--- src/rtl/pc_seq_pkg.sv ---
`default_nettype none
// ============================================================================
// Module      : pc_seq_pkg
// Description : Shared types and defaults for the PC sequencer. It holds the
//               fetch/issue state encoding and the default reset PC and
//               instruction size.
// Revision    : 1.0 - initial release
// ============================================================================
package pc_seq_pkg;

  typedef enum logic [1:0] {
    S_REQ   = 2'd0,
    S_WAIT  = 2'd1,
    S_ISSUE = 2'd2,
    S_HALT  = 2'd3
  } state_t;

  localparam logic [31:0] RESET_PC_DEFAULT   = 32'h8000_0000;
  localparam int unsigned INST_BYTES_DEFAULT = 4;

endpackage
`default_nettype wire

--- src/rtl/pc_next_sel.sv ---
`default_nettype none
// ============================================================================
// Module      : pc_next_sel
// Description : Combinational next-PC selection. Priority is trap target,
//               then redirect target, then pc + INST_BYTES (the addition is
//               modulo 2^32). Flags a target with a nonzero low 2 bits.
// Ports       : i_pc              current architectural PC
//               i_trap_valid      trap entry requested
//               i_trap_target     trap entry address
//               i_redirect_valid  branch/jump taken
//               i_redirect_target branch/jump address
//               o_dnpc            selected next PC
//               o_misaligned      o_dnpc[1:0] is nonzero
// Revision    : 1.0 - initial release
// ============================================================================
module pc_next_sel
  import pc_seq_pkg::*;
#(
  parameter int unsigned INST_BYTES = INST_BYTES_DEFAULT
) (
  input  logic [31:0] i_pc,
  input  logic        i_trap_valid,
  input  logic [31:0] i_trap_target,
  input  logic        i_redirect_valid,
  input  logic [31:0] i_redirect_target,
  output logic [31:0] o_dnpc,
  output logic        o_misaligned
);

  localparam logic [31:0] C_INC = 32'(INST_BYTES);

  logic [31:0] w_seq_pc;

  // Carry out of bit 31 is dropped, so the top of the address space wraps to 0.
  assign w_seq_pc = i_pc + C_INC;

  always_comb begin
    o_dnpc = w_seq_pc;
    if (i_trap_valid) begin
      o_dnpc = i_trap_target;
    end else if (i_redirect_valid) begin
      o_dnpc = i_redirect_target;
    end
  end

  assign o_misaligned = |o_dnpc[1:0];

endmodule
`default_nettype wire

--- src/rtl/pc_sequencer.sv ---
`default_nettype none
// ============================================================================
// Module      : pc_sequencer
// Description : Fetch/issue sequencer. It requests an instruction at pc,
//               waits for the response, offers the instruction to execute,
//               and on commit advances pc to the selected next PC. A fetch
//               error, a misaligned next PC or a halt request parks the
//               block in S_HALT until reset.
// Ports       : clk, rst                     clock, async active-high reset
//               imem_req_valid/ready/addr    fetch request channel
//               imem_rsp_valid/inst/err      fetch response channel
//               inst_valid/inst/exec_ready   issue handshake to execute
//               redirect_*, trap_*, halt_req control-flow inputs at commit
//               pc, dnpc                     current and next PC
//               halted, fault, retire_cnt    status
// Revision    : 1.0 - initial release
// ============================================================================
module pc_sequencer
  import pc_seq_pkg::*;
#(
  parameter logic [31:0] RESET_PC   = RESET_PC_DEFAULT,
  parameter int unsigned INST_BYTES = INST_BYTES_DEFAULT
) (
  input  logic        clk,
  input  logic        rst,
  output logic        imem_req_valid,
  input  logic        imem_req_ready,
  output logic [31:0] imem_req_addr,
  input  logic        imem_rsp_valid,
  input  logic [31:0] imem_rsp_inst,
  input  logic        imem_rsp_err,
  output logic        inst_valid,
  output logic [31:0] inst,
  input  logic        exec_ready,
  input  logic        redirect_valid,
  input  logic [31:0] redirect_target,
  input  logic        trap_valid,
  input  logic [31:0] trap_target,
  input  logic        halt_req,
  output logic [31:0] pc,
  output logic [31:0] dnpc,
  output logic        halted,
  output logic        fault,
  output logic [31:0] retire_cnt
);

  state_t      r_state;
  state_t      w_state_nxt;
  logic [31:0] r_pc;
  logic [31:0] r_inst;
  logic [31:0] r_retire;
  logic        r_fault;
  logic        w_fault_nxt;
  logic        w_latch_inst;
  logic        w_pc_update;
  logic [31:0] w_dnpc;
  logic        w_misaligned;

  pc_next_sel #(
    .INST_BYTES (INST_BYTES)
  ) u_next_sel (
    .i_pc              (r_pc),
    .i_trap_valid      (trap_valid),
    .i_trap_target     (trap_target),
    .i_redirect_valid  (redirect_valid),
    .i_redirect_target (redirect_target),
    .o_dnpc            (w_dnpc),
    .o_misaligned      (w_misaligned)
  );

  // Next-state and handshake outputs. The response channel is only looked
  // at in S_WAIT and the control-flow inputs only in a commit cycle, so
  // stray activity elsewhere falls through to the defaults.
  always_comb begin
    w_state_nxt    = r_state;
    w_fault_nxt    = 1'b0;
    w_latch_inst   = 1'b0;
    w_pc_update    = 1'b0;
    imem_req_valid = 1'b0;
    inst_valid     = 1'b0;
    case (r_state)
      S_REQ: begin
        imem_req_valid = 1'b1;
        if (imem_req_ready) begin
          w_state_nxt = S_WAIT;
        end
      end
      S_WAIT: begin
        if (imem_rsp_valid) begin
          if (imem_rsp_err) begin
            w_fault_nxt = 1'b1;
            w_state_nxt = S_HALT;
          end else begin
            w_latch_inst = 1'b1;
            w_state_nxt  = S_ISSUE;
          end
        end
      end
      S_ISSUE: begin
        inst_valid = 1'b1;
        if (exec_ready) begin
          if (w_misaligned) begin
            // The faulting commit does not retire and leaves pc unchanged.
            w_fault_nxt = 1'b1;
            w_state_nxt = S_HALT;
          end else begin
            w_pc_update = 1'b1;
            w_state_nxt = halt_req ? S_HALT : S_REQ;
          end
        end
      end
      S_HALT: begin
        w_state_nxt = S_HALT;
      end
      default: begin
        w_state_nxt = S_HALT;
      end
    endcase
  end

  always_ff @(posedge clk or posedge rst) begin
    if (rst) begin
      r_state <= S_REQ;
      r_fault <= 1'b0;
    end else begin
      r_state <= w_state_nxt;
      r_fault <= w_fault_nxt;
    end
  end

  always_ff @(posedge clk or posedge rst) begin
    if (rst) begin
      r_pc     <= RESET_PC;
      r_inst   <= 32'd0;
      r_retire <= 32'd0;
    end else begin
      if (w_latch_inst) begin
        r_inst <= imem_rsp_inst;
      end
      if (w_pc_update) begin
        r_pc     <= w_dnpc;
        r_retire <= r_retire + 32'd1;
      end
    end
  end

  assign imem_req_addr = r_pc;
  assign pc            = r_pc;
  assign dnpc          = w_dnpc;
  assign inst          = r_inst;
  assign retire_cnt    = r_retire;
  assign fault         = r_fault;
  assign halted        = (r_state == S_HALT);

endmodule
`default_nettype wire

--- config.mk ---
export PLATFORM = sky130hd
export DESIGN_NAME = pc_sequencer
export DESIGN_NICKNAME = d
export VERILOG_FILES = /design/src/rtl/pc_seq_pkg.sv /design/src/rtl/pc_next_sel.sv /design/src/rtl/pc_sequencer.sv
export SDC_FILE = /design/constraint.sdc
export NUM_CORES = 1
export LEC_CHECK = 0
export BUFFER_PORTS_ARGS = -buffer_cell sky130_fd_sc_hd__buf_2
export CAP_MARGIN = 20
export CORE_AREA = 5 5 117 119
export CTS_CLUSTER_DIAMETER = 60
export CTS_CLUSTER_SIZE = 20
export DETAILED_ROUTE_END_ITERATION = 7
export DIE_AREA = 0 0 122 124
export GPL_ROUTABILITY_DRIVEN = 0
export GPL_TIMING_DRIVEN = 1
export PLACE_DENSITY = 0.88
export SLEW_MARGIN = 20
export SYNTH_ARGS = -nofsm -noshare
export SYNTH_HDL_FRONTEND = slang
export SYNTH_SLANG_ARGS = --single-unit
export TNS_END_PERCENT = 5
--- constraint.sdc ---
create_clock -name clk -period 4.6 [get_ports clk]
set_input_delay 1.38 -clock clk [delete_from_list [all_inputs] [get_ports clk]]
set_output_delay 1.38 -clock clk [all_outputs]
set_load 0.01 [all_outputs]
==> results <==
- Entering global routing, the biggest net connects 85 pins.
- The final worst-path setup slack is 0.425 ns.
- The run finished with clean final reports.
- After global routing the overflow that remains totals 0.
- The cell count after synthesis is 586.
- The transition at the pin with the smallest max-transition slack is 0.926 ns.
- The count of final hold-check violations was 0.
- The count of final max-slew check failures is 0.
- CTS placed an instance of clkbuf_16 at the clock tree root.
- In this run the tool buffered the top-level ports with 268 buffer cells.
- For this block, the initial DRC count from the detailed router was 340.
- Setup violations remaining at the end of the flow were counted as 0.
- Using the TritonRoute via totals, the vias-per-cell ratio works out to 5.54.
- The post-cts hold buffer count is 0.
- Setup repair after global routing left no endpoint under its margin.
- After synthesis the netlist holds a flip-flop and latch count of 99.
- IR analysis of the VDD net gives a maximum drop of 0.000276 V.
- STA puts the critical path data required time at 3.22 ns.
- Synthesis produced a netlist with a net count of 697.
- For this run, the total global-route usage over all layers was measured as 22.1%.
- The diode insertion count for antenna repair is 0.
- The TritonCTS buffer count is 9.
- The CTS tree is done.
- The number of setup buffers added after CTS is 0.
- Compared with the post-synthesis result, the final layout area differs by 27.7%.
- The max capacitance violation total is 0.
- The filler cell count in the final layout is 1077.
- The source-to-sink clock delay at the later pin of the worst-skew pair is 0.34 ns.
- The fraction of final layout cells with drive strength greater than 1 is 42.6%.
- Summing over every cut layer, the via total after detailed routing is 5507.
- The post-cts resize count is 0.
- The post-synthesis area per instance is 9.80 sq um.
- The pre-CTS setup slack is 0.483 ns.
- The timing-limited maximum frequency is 239 MHz.
- The finished cells cover 7330 sq um.
- The wire-length estimate of the detail-placed layout is 13400 um.
- STA classifies the critical path startpoint as a flop.
- The signal arrival time at the worst endpoint is 2.80 ns.
- Setup total negative slack on the finished layout was measured at 0 ns.
- For this configuration, the core starts out at a cell density of 46.1%.
- Clock tree synthesis found a total of 99 sinks.
- The first global-routing pass estimated 26500 um of wire.
- The post-route worst hold slack is 0.472 ns.
- The residual antenna-violating net count after detailed routing is 0.
- Row generation in the floorplan step produced 41 rows.
- The detail-routed net length per standard cell is 17.4 um.
- The number of iterations in the first detailed-routing pass is 5.
- The number of nets in the final layout is 928.
- The smallest clock period supported by the final layout is computed as 4.18 ns.
- The placed standard-cell area is 7040 sq um.
- The total of warnings raised by yosys is 0.
- The clock edge transition at the registers on the reported setup and hold paths is 0.07 ns.
- The number of antenna violations at the first check in global routing was 0.
- The top cell type by area accounts for 42.7% of the synthesized area.
- The number of synthesized flops with an enable pin is 0.
- The leakage power summed over all cells is 0.00365 uW.
- The total standard cell area after synthesis is 5740 sq um.
- The most common cell after layout, fill and taps aside is buf_2.
- The worst pin sits at a relative slew slack of 38.3%.
- For this design the ratio of total power to cell area is 499 nW/um^2.
- The share of the Yosys chip area taken by registers is 43.2%.
- The area occupied by multi-input gates is 2840 sq um.
- The highest fanout seen on the critical path is 8.
- The kind of end point of the critical path is an output port.
- By area the synthesized netlist is led by dfrtp_1 (43%), mux2_2 (7.7%), xnor2_1 (5.2%), buf_4 (4.3%), nand2_1 (3.3%).
- Counting distinct cell types in the post-synthesis netlist gives 60.
- The horizontal die dimension is 122 um.
- The register area is 2480 sq um.
- The number of buffers on the longest clock path is 2.
- The worst clock skew on the final layout is 0.00704 ns.
- The via count of the first global-routing pass is 5211.
- The setup path with the least slack is of type flop to output port.
- The total area inside the core boundary comes to 12500 sq um.
- The proportion of register bits with asynchronous set or reset after synthesis is 100%.
- The cell taking the most area after synthesis is dfrtp_1.
- The die covers 15100 sq um.
- The H-tree was split into 3 levels.
- The worst hold path belongs to the class flop to flop.
- From bottom edge to top edge, the die measures 124 um.
- 269 I/O pins were placed.
- The most frequently used flop master after synthesis is dfrtp_1.
- The share of the clock period used by the worst path after layout is 90.8%.
- The total wire length is 17300 um.
- In the layout the commonest cells are buf_2 (268), dfrtp_1 (98), nand2_1 (50).
- The number of remaining DRC errors is 0.
where the power goes:
| group | internal [uW] | switching [uW] | total, uW |
|---|---|---|---|
| logic | 680 | 757 | 1440 |
| clock network | 375 | 348 | 723 |
| registers | 1160 | 341 | 1500 |
final timing paths:
check / from / endpoint / slack (ns) / depth (start not counted)
worst min-delay path: retire_cnt[31] / retire_cnt[31] / 0.47 / 1
worst min register to register: retire_cnt[31] / retire_cnt[31] / 0.47 / 1
worst max register to register: imem_req_addr[2] / imem_req_addr[24] / 2.07 / 6
min in group asynchronous: rst / retire_cnt[26] / 1.18 / 2
worst max-delay path: imem_req_addr[2] / dnpc[30] / 0.42 / 7
max in group asynchronous: rst / imem_req_addr[31] / 2.62 / 3
flip-flops by register name, summed over array words and instances, names as in the netlist:
signal / cells
r_state: 2
imem_req_addr: 32
fault: 1
retire_cnt: 32
inst: 32
area by class of cell:
cell class	count	share of cell area (%)
clock buffer	9	3.07
sequential	99	33.8
clock inverter	7	0.854
timing repair buffer	281	19.6
tap	172	2.94
inverter	18	0.990
multi-input combinational	408	38.7
through the flow:
stage	total power, uW	utilization (%)	cells
after floorplan	2420	-	586
after global placement	2910	56.5	978
after detailed placement	2960	56.5	978
after CTS	3690	58.8	994
after global routing	3900	58.8	994
final	3660	58.8	994
cells by family after synthesis:
logic type               synth area share, %
AND/OR/NAND/NOR                         17.5
AO/OA/AOI/OAI                           14.4
flip-flops                              43.2
buffers and inverters                   7.43
XOR/XNOR                                8.09
multiplexers                            8.17
adder cells (fa/ha/maj)                 1.31
worst max-delay path, stage by stage (launching register included):
cell and delay (ns):
dfrtp_1 0.49, ha_1 0.30, nand2_1 0.21, nor4_2 0.68, nand3_1 0.23, xor2_1 0.19
a21oi_1 0.18, buf_2 0.16
synth_stat cells (all sizes together), types with 5 or more instances:
| cell type | n |
|---|---|
| nor2 | 20 |
| xnor2 | 34 |
| clkbuf | 20 |
| buf | 41 |
| mux2 | 39 |
| and3 | 6 |
| a21oi | 32 |
| o22ai | 10 |
| nand3 | 23 |
| ha | 6 |
| and2 | 5 |
| dfrtp | 98 |
| nand4 | 18 |
| a31oi | 9 |
| and4 | 9 |
| nand2 | 50 |
| nor3 | 17 |
| o21ai | 28 |
| a22oi | 12 |
| nor4 | 9 |
| inv | 18 |
| xor2 | 19 |
metal layers:
metal | up-vias | GRT usage, % | wire, um | part of all wire (%)
li1 | 2551 | - | - | -
met1 | 2662 | 28.2 | 7050 | 41
met2 | 271 | 38.2 | 8770 | 51
met3 | 23 | 5.18 | 1280 | 7.4
met4 | 0 | 5.32 | 227 | 1.3
met5 | - | 0 | 0 | 0
Note: power is estimated with default switching activity, not from simulation.
